<file path="src/rtl/stereo_pkg.sv">
// Shared widths, the (cost, idx) pair type and popcount for the census disparity pipeline.
package stereo_pkg;

  localparam int CEN_W = 8;
  localparam int COST_W = 4;
  localparam logic [COST_W-1:0] COST_MASK = 4'd15;
  localparam int COORD_W = 10;
  // Wide enough for the largest supported candidate count (64).
  localparam int IDX_W = 6;

  typedef struct packed {
    logic [COST_W-1:0] cost;
    logic [IDX_W-1:0]  idx;
  } disp_pair_t;

  function automatic logic [COST_W-1:0] popcount8(input logic [CEN_W-1:0] v);
    logic [COST_W-1:0] sum;
    sum = '0;
    for (int i = 0; i < CEN_W; i++) begin
      sum = sum + {{(COST_W-1){1'b0}}, v[i]};
    end
    return sum;
  endfunction

endpackage

</file>
<file path="src/rtl/disp_min2.sv">
// One registered node of the disparity min tree: keeps the cheaper of two (cost, idx) pairs.
module disp_min2
  import stereo_pkg::*;
(
  input  logic              clk,
  input  logic              reset,
  input  logic [COST_W-1:0] a_cost,
  input  logic [IDX_W-1:0]  a_idx,
  input  logic [COST_W-1:0] b_cost,
  input  logic [IDX_W-1:0]  b_idx,
  output logic [COST_W-1:0] y_cost,
  output logic [IDX_W-1:0]  y_idx
);

  // Input a always covers the lower disparities, so a strict less-than resolves ties toward a.
  always_ff @(posedge clk or posedge reset) begin
    if (reset) begin
      y_cost <= '0;
      y_idx  <= '0;
    end else if (b_cost < a_cost) begin
      y_cost <= b_cost;
      y_idx  <= b_idx;
    end else begin
      y_cost <= a_cost;
      y_idx  <= a_idx;
    end
  end

endmodule

</file>
<file path="src/rtl/census_disparity.sv">
// Winner-take-all census disparity: Hamming costs over NUM_DISP candidates, then a registered min tree.
// Defining CENSUS_DISP_COST_OUT_EN adds the out_cost port carrying the winning cost.
module census_disparity
  import stereo_pkg::*;
#(
  parameter int NUM_DISP = 16,
  parameter int ROW_SZ   = 320,
  parameter int COL_SZ   = 240
) (
  input  logic                        clk,
  input  logic                        reset,
  input  logic [7:0]                  in_l_val,
  input  logic [7:0]                  in_r_val,
  input  logic [9:0]                  in_x,
  input  logic [9:0]                  in_y,
  input  logic                        is_in_val,
  output logic [$clog2(NUM_DISP)-1:0] out_disp,
  output logic [9:0]                  out_x,
  output logic [9:0]                  out_y,
`ifdef CENSUS_DISP_COST_OUT_EN
  output logic [3:0]                  out_cost,
`endif
  output logic                        is_out_val
);

  localparam int K = $clog2(NUM_DISP);

  if (ROW_SZ > (1 << COORD_W) || COL_SZ > (1 << COORD_W) ||
      NUM_DISP < 2 || NUM_DISP > 64 || (1 << K) != NUM_DISP) begin : g_param_check
    $error("census_disparity: unsupported NUM_DISP/ROW_SZ/COL_SZ");
  end

  logic [CEN_W-1:0]  win_reg [1:NUM_DISP-1];
  logic [CEN_W-1:0]  win     [0:NUM_DISP-1];
  logic [COST_W-1:0] leaf_cost_reg [0:NUM_DISP-1];

  // Heap-ordered tree: node 1 is the root, leaves sit at NUM_DISP + d.
  logic [COST_W-1:0] node_cost [1:2*NUM_DISP-1];
  logic [IDX_W-1:0]  node_idx  [1:2*NUM_DISP-1];

  logic [COORD_W-1:0] x_pipe_reg [0:K];
  logic [COORD_W-1:0] y_pipe_reg [0:K];
  logic [K:0]         vld_pipe_reg;

  assign win[0] = in_r_val;

  for (genvar gi = 1; gi < NUM_DISP; gi++) begin : g_win
    assign win[gi] = win_reg[gi];
  end

  // Window advances per valid pixel, so entry d is the right code d valid pixels back.
  always_ff @(posedge clk or posedge reset) begin
    if (reset) begin
      for (int d = 1; d < NUM_DISP; d++) win_reg[d] <= '0;
    end else if (is_in_val) begin
      win_reg[1] <= in_r_val;
      for (int d = 2; d < NUM_DISP; d++) win_reg[d] <= win_reg[d-1];
    end
  end

  // Candidates reaching left of column 0 are forced to the mask cost so they never win.
  always_ff @(posedge clk or posedge reset) begin
    if (reset) begin
      for (int d = 0; d < NUM_DISP; d++) leaf_cost_reg[d] <= '0;
    end else begin
      for (int d = 0; d < NUM_DISP; d++) begin
        leaf_cost_reg[d] <= (COORD_W'(d) > in_x) ? COST_MASK
                                                 : popcount8(in_l_val ^ win[d]);
      end
    end
  end

  for (genvar gi = 0; gi < NUM_DISP; gi++) begin : g_leaf
    assign node_cost[NUM_DISP+gi] = leaf_cost_reg[gi];
    assign node_idx[NUM_DISP+gi]  = IDX_W'(gi);
  end

  for (genvar gi = 1; gi < NUM_DISP; gi++) begin : g_tree
    disp_min2 u_min (
      .clk    (clk),
      .reset  (reset),
      .a_cost (node_cost[2*gi]),
      .a_idx  (node_idx[2*gi]),
      .b_cost (node_cost[2*gi+1]),
      .b_idx  (node_idx[2*gi+1]),
      .y_cost (node_cost[gi]),
      .y_idx  (node_idx[gi])
    );
  end

  // Coordinates and valid ride alongside: slot 0 pairs with the cost stage, slot K with the root.
  always_ff @(posedge clk or posedge reset) begin
    if (reset) begin
      for (int j = 0; j <= K; j++) begin
        x_pipe_reg[j] <= '0;
        y_pipe_reg[j] <= '0;
      end
      vld_pipe_reg <= '0;
    end else begin
      x_pipe_reg[0] <= in_x;
      y_pipe_reg[0] <= in_y;
      for (int j = 1; j <= K; j++) begin
        x_pipe_reg[j] <= x_pipe_reg[j-1];
        y_pipe_reg[j] <= y_pipe_reg[j-1];
      end
      vld_pipe_reg <= {vld_pipe_reg[K-1:0], is_in_val};
    end
  end

  always_ff @(posedge clk or posedge reset) begin
    if (reset) begin
      out_disp   <= '0;
      out_x      <= '0;
      out_y      <= '0;
      is_out_val <= 1'b0;
`ifdef CENSUS_DISP_COST_OUT_EN
      out_cost   <= '0;
`endif
    end else begin
      out_disp   <= node_idx[1][K-1:0];
      out_x      <= x_pipe_reg[K];
      out_y      <= y_pipe_reg[K];
      is_out_val <= vld_pipe_reg[K];
`ifdef CENSUS_DISP_COST_OUT_EN
      out_cost   <= node_cost[1];
`endif
    end
  end

endmodule

</file>
<file path="config.mk">
export PLATFORM = sky130hd
export DESIGN_NAME = census_disparity
export DESIGN_NICKNAME = d
export VERILOG_FILES = /design/src/rtl/stereo_pkg.sv /design/src/rtl/disp_min2.sv /design/src/rtl/census_disparity.sv
export SDC_FILE = /design/constraint.sdc
export NUM_CORES = 1
export LEC_CHECK = 0
export BUFFER_PORTS_ARGS = -buffer_cell sky130_fd_sc_hd__buf_2
export CAP_MARGIN = 20
export CORE_MARGIN = 4
export CORE_UTILIZATION = 56
export CTS_CLUSTER_SIZE = 24
export DETAILED_ROUTE_END_ITERATION = 12
export PLACE_DENSITY_LB_ADDON = 0.1
export SYNTH_ARGS = -nofsm -noshare
export SYNTH_HDL_FRONTEND = slang
export SYNTH_SLANG_ARGS = --single-unit
</file>
<file path="constraint.sdc">
create_clock -name clk -period 13.79 [get_ports clk]
set_input_delay 2.758 -clock clk [delete_from_list [all_inputs] [get_ports clk]]
set_output_delay 2.758 -clock clk [all_outputs]
set_load 0.01 [all_outputs]
</file>
# Word level (Yosys, flattened, before mapping)
# Index checks and enable logic that the tools add are counted.
# op_classes
order_cmp	31
n_mux	45
add_sub_neg	112
n_bitwise	16
# op_table
operator	n
$add 4x1->4	64
$mux 4	34
$xor 8x8->8	16
$gt 4x10->1 const A	8
$add 3x1->4	16
$lt 4x4->1	15
$add 2x1->3	16
$gt 3x10->1 const A	4
$add 1x1->2	16
$gt 1x10->1 const A	2
$gt 2x10->1 const A	2
$mux 1	8
$mux 3	2
$mux 2	1
# totals
inputBits	39
ff_bits	416

# Longest topological paths before layout
# depth
word_depth	9
mapped_depth	13

# By module
# A second synthesis with hierarchy kept.
# hier_totals
cells_unflattened	1409
hier_area_um2	20174.3
# modules_own_cells
module	instances	seq_area_each_um2	area_each_um2	cells_each
census_disparity	1	7857.5	13436.6	929
disp_min2	15	250.2	449.2	32

# Worst setup path before layout
# Ideal clock, no wire load.
# synth_timing
path_kind	in2reg
start	input port in_l_val[1]
end	register leaf_cost_reg[42] (netlist bit)
setup_slack_ps	7778
t_required_ps	13669
path_stages	13
n_path_buf	2
t_arrival_ps	5891
cell_sequence	clkbuf_1 > buf_2 > xor2_1 > fa_1 > fa_1 > inv_1 > fa_1 > inv_1 > ha_1 > inv_1 > fa_1 > xor2_1 > nand2_1
# synth_between
elab_chain_cells	9
# synth_rtl
item	line	text
from (decl)	census_disparity.sv:12	input logic [7:0] in_l_val,
$xor 8x8->8	census_disparity.sv:68	: popcount8(in_l_val ^ win[d]);
$add 1x1->2	stereo_pkg.sv:20	sum = sum + {{(COST_W-1){1'b0}}, v[i]};
$add 2x1->3	stereo_pkg.sv:20	
$add 3x1->4	stereo_pkg.sv:20	
$add 4x1->4 (4 in series)	stereo_pkg.sv:20	
$mux 4	census_disparity.sv:67	leaf_cost_reg[d] <= (COORD_W'(d) > in_x) ? COST_MASK
to (signal, indexed assignment)	census_disparity.sv:67	
to (decl)	census_disparity.sv:35	logic [COST_W-1:0] leaf_cost_reg [0:NUM_DISP-1];
# Every way passes these cells.
# A chain may end at the register's enable or synchronous reset.

# Worst setup path in the final report
# layout_timing
start	input port in_l_val[3]
end	register leaf_cost_reg[22] (netlist bit)
# layout_between
elab_chain_cells	7
# layout_rtl
item	line
$xor 8x8->8	census_disparity.sv:68
$add 3x1->4	stereo_pkg.sv:20
$add 4x1->4 (4 in series)	stereo_pkg.sv:20
$mux 4	census_disparity.sv:67
# Every way passes these cells.

==> impl_metrics.toml <==
[worst_setup_path]
worst-path-max-fanout = 16
cp-startpoint = "in_l_val[3]"
rrSetupSlack_ns = 10.53
path_buf_inv = 4
setup.worst_path.end = "leaf_cost_reg[22]"
required_ns = 14.19
end_kind = "flop"
cpMostUsedCell = "fa_1"
r2r_cells = 11
critical_path_arrival_ns = 5.93
startpoint_type = "input pin"
crit_slowest_cell = "fa_1"
critPathKind = "in -> reg"
path_depth = 12
cp_slowest_stage_delay_ns = 0.55
rr_endpoint = "leaf_cost_reg[22]"
crit_chain = "buf_2, xor2_1, fa_1, fa_1, inv_1, fa_1, inv_1, ha_1, inv_1, fa_1, xor2_1, nand2_1"
crit_family = "adder cells"
rr_startpoint = "win[40]"

[routing]
firstDrtPassIters = 4
wirelength_um = 27600
vias = 8882
wire_per_inst_um = 15.3
vias_per_cell = 4.94
drc = 0
antenna_left = 0
drt_iter0_markers = 382

[global_routing]
grt_max_degree = 180
grt_usage_pct = 17.0
gr-total-overflow = 0
antenna_found_initial = 2
grt_first_pass_wirelength_um = 47800
grt_pass1_vias = 9633

[clock_tree]
post_cts_buffers = 0
ctsHoldBuffers = 0
cts_buffers = 42
clockRootBuffer = "clkbuf_16"
worstSkewPairLatency_ns = 0.54
clkSinkCount = 401
clockBufferDepth = 3
cts.clk_slew.worst_paths_ns = 0.06
ctsResizeCount = 0
cts.htree.levels = 2
cts_tree = "done"

[timing]
period_needed_ns = 5.52
fin_skew_ns = 0.0143
slew_headroom_pct = 35.0
min_period_over_period_pct = 40.1
rsz0062_at_grt = "no"
tns_ns = 0
finalHoldViolCount = 0
worstMarginPinSlew_ns = 0.970
finalSetupViolations = 0
finalMaxSlewViolations = 0
timing.fmax_mhz = 181

[floorplan]
die_w_um = 186
core_um2 = 30800
ios = 64
rows = 64
die-area_um2 = 34400
die_height_um = 186
start_util_pct = 57.3

[synth]
yosysTopAreaCell = "dfrtp_1"
synth_area_um2 = 17700
syn_inst = 1294
yosysSeqAreaShare_pct = 56.8
yosysWarnings = 0
synth_cell_types = 30
ys_ff_latch = 401
syn_nets = 1490
avgSynthCellArea_um2 = 13.7
synthDominantCellAreaShare_pct = 56.8
ys_top_cells_by_area = "dfrtp_1, mux2_2, fa_1"

[hold_path]
hold_path.class = "reg -> reg"

[finish]
largest_register_ff_count = 120
final_layout_size_suffix_gt1_share_pct = 23.2
multi_input_area_um2 = 6840
nets = 1566
seqCellArea_um2 = 10000
antennaDiodeCount = 0
fill_cells = 2285
area_growth_pct = 12.7

[placed_design]
gp_congestion = 0.746
port-buffer-count = 63
dpl.hpwl_um = 19500

[run]
drv_cap = 0

[outcome]
status = "completed"
logic make-up after synthesis:
logic type	Yosys count	share of synthesized area, %
AOI/OAI and AO/OA	111	3.61
xor gates and xnor gates	144	7.14
adders and majority gates	157	13.8
buffers and inverters	202	4.46
DFF	401	56.8
muxes	174	11.1
other	1	0.0212
and+or+nand+nor	104	3.03
metal layers:
metal	up-vias	track usage, %	part of all wire [%]
met5	-	0	0.080
met4	4	3.64	1.6
met3	39	3.17	3.9
met2	108	27.2	46
met1	4404	24.7	48
li1	4327	-	-
Yosys cell counts:
cell,number
nand2_1,54
nor3_1,1
a2111oi_2,1
fa_1,64
nand3_1,2
nor3_2,1
clkbuf_1,17
o21ai_1,1
nor2_1,3
ha_1,93
o21ai_2,4
or4_4,1
buf_2,18
buf_6,1
a21oi_1,45
conb_1,1
a2111oi_0,14
mux2_2,174
xnor2_1,33
nor4_4,1
dfrtp_1,401
inv_1,166
xor2_1,111
nand2_2,1
a21oi_2,1
nor2b_1,8
nand2b_1,29
o21ai_0,45
nand3_2,2
or2_2,1
worst min-delay path by stage:
stage	start	endpoint	cells past startpoint
5_1_grt	x_pipe_reg[7]	out_x[7]	0
3_5_place_dp	y_pipe_reg[7]	out_y[7]	0
4_1_cts	y_pipe_reg[1]	out_y[1]	0
6_report	y_pipe_reg[15]	y_pipe_reg[5]	0
3_3_place_gp	y_pipe_reg[8]	out_y[8]	0
2_1_floorplan	vld_pipe_reg[4]	is_out_val	0
per-stage QoR:
stage | utilization [%] | setup slack, ns | instance area (µm²) | cells | hold WS (ns)
after detailed placement | 59.6 | 7.71 | 18400 | 1722 | 0.335
after global routing | 64.5 | 8.16 | 19900 | 1799 | 0.350
after global placement | 59.6 | 7.76 | 18400 | 1722 | 0.331
after floorplan | - | 5.63 | 17700 | 1294 | 0.331
after CTS | 64.5 | 8.27 | 19900 | 1799 | 0.343
final | 64.5 | 8.27 | 19900 | 1799 | 0.344
area by class of cell:
| cell class | count | share of cell area [%] |
|---|---|---|
| sequential | 401 | 50.4 |
| tap | 396 | 2.49 |
| clock buffer | 59 | 6.11 |
| clock inverter | 18 | 1.60 |
| timing repair buffer | 68 | 1.85 |
| inverter | 166 | 3.15 |
| multi-input combinational | 691 | 34.4 |
placed cells by master (no fill, tap or decap), types with 2 or more instances in the layout:
cell,count
dfrtp_1,401
mux2_2,174
inv_1,165
xor2_1,111
ha_1,93
fa_1,64
buf_2,62
nand2_1,54
o21ai_0,45
a21oi_1,45
clkbuf_16,42
xnor2_1,33
nand2b_1,29
a2111oi_0,14
clkbuf_8,10
nor2b_1,8
clkbuf_1,7
bufinv_16,7
clkinv_2,5
buf_4,5
o21ai_2,4
nor2_1,3
clkinvlp_4,3
nand3_1,2
nand3_2,2
Power is not shown: default switching activity piles up to over one toggle a cycle in this logic, so the estimate is an artifact.
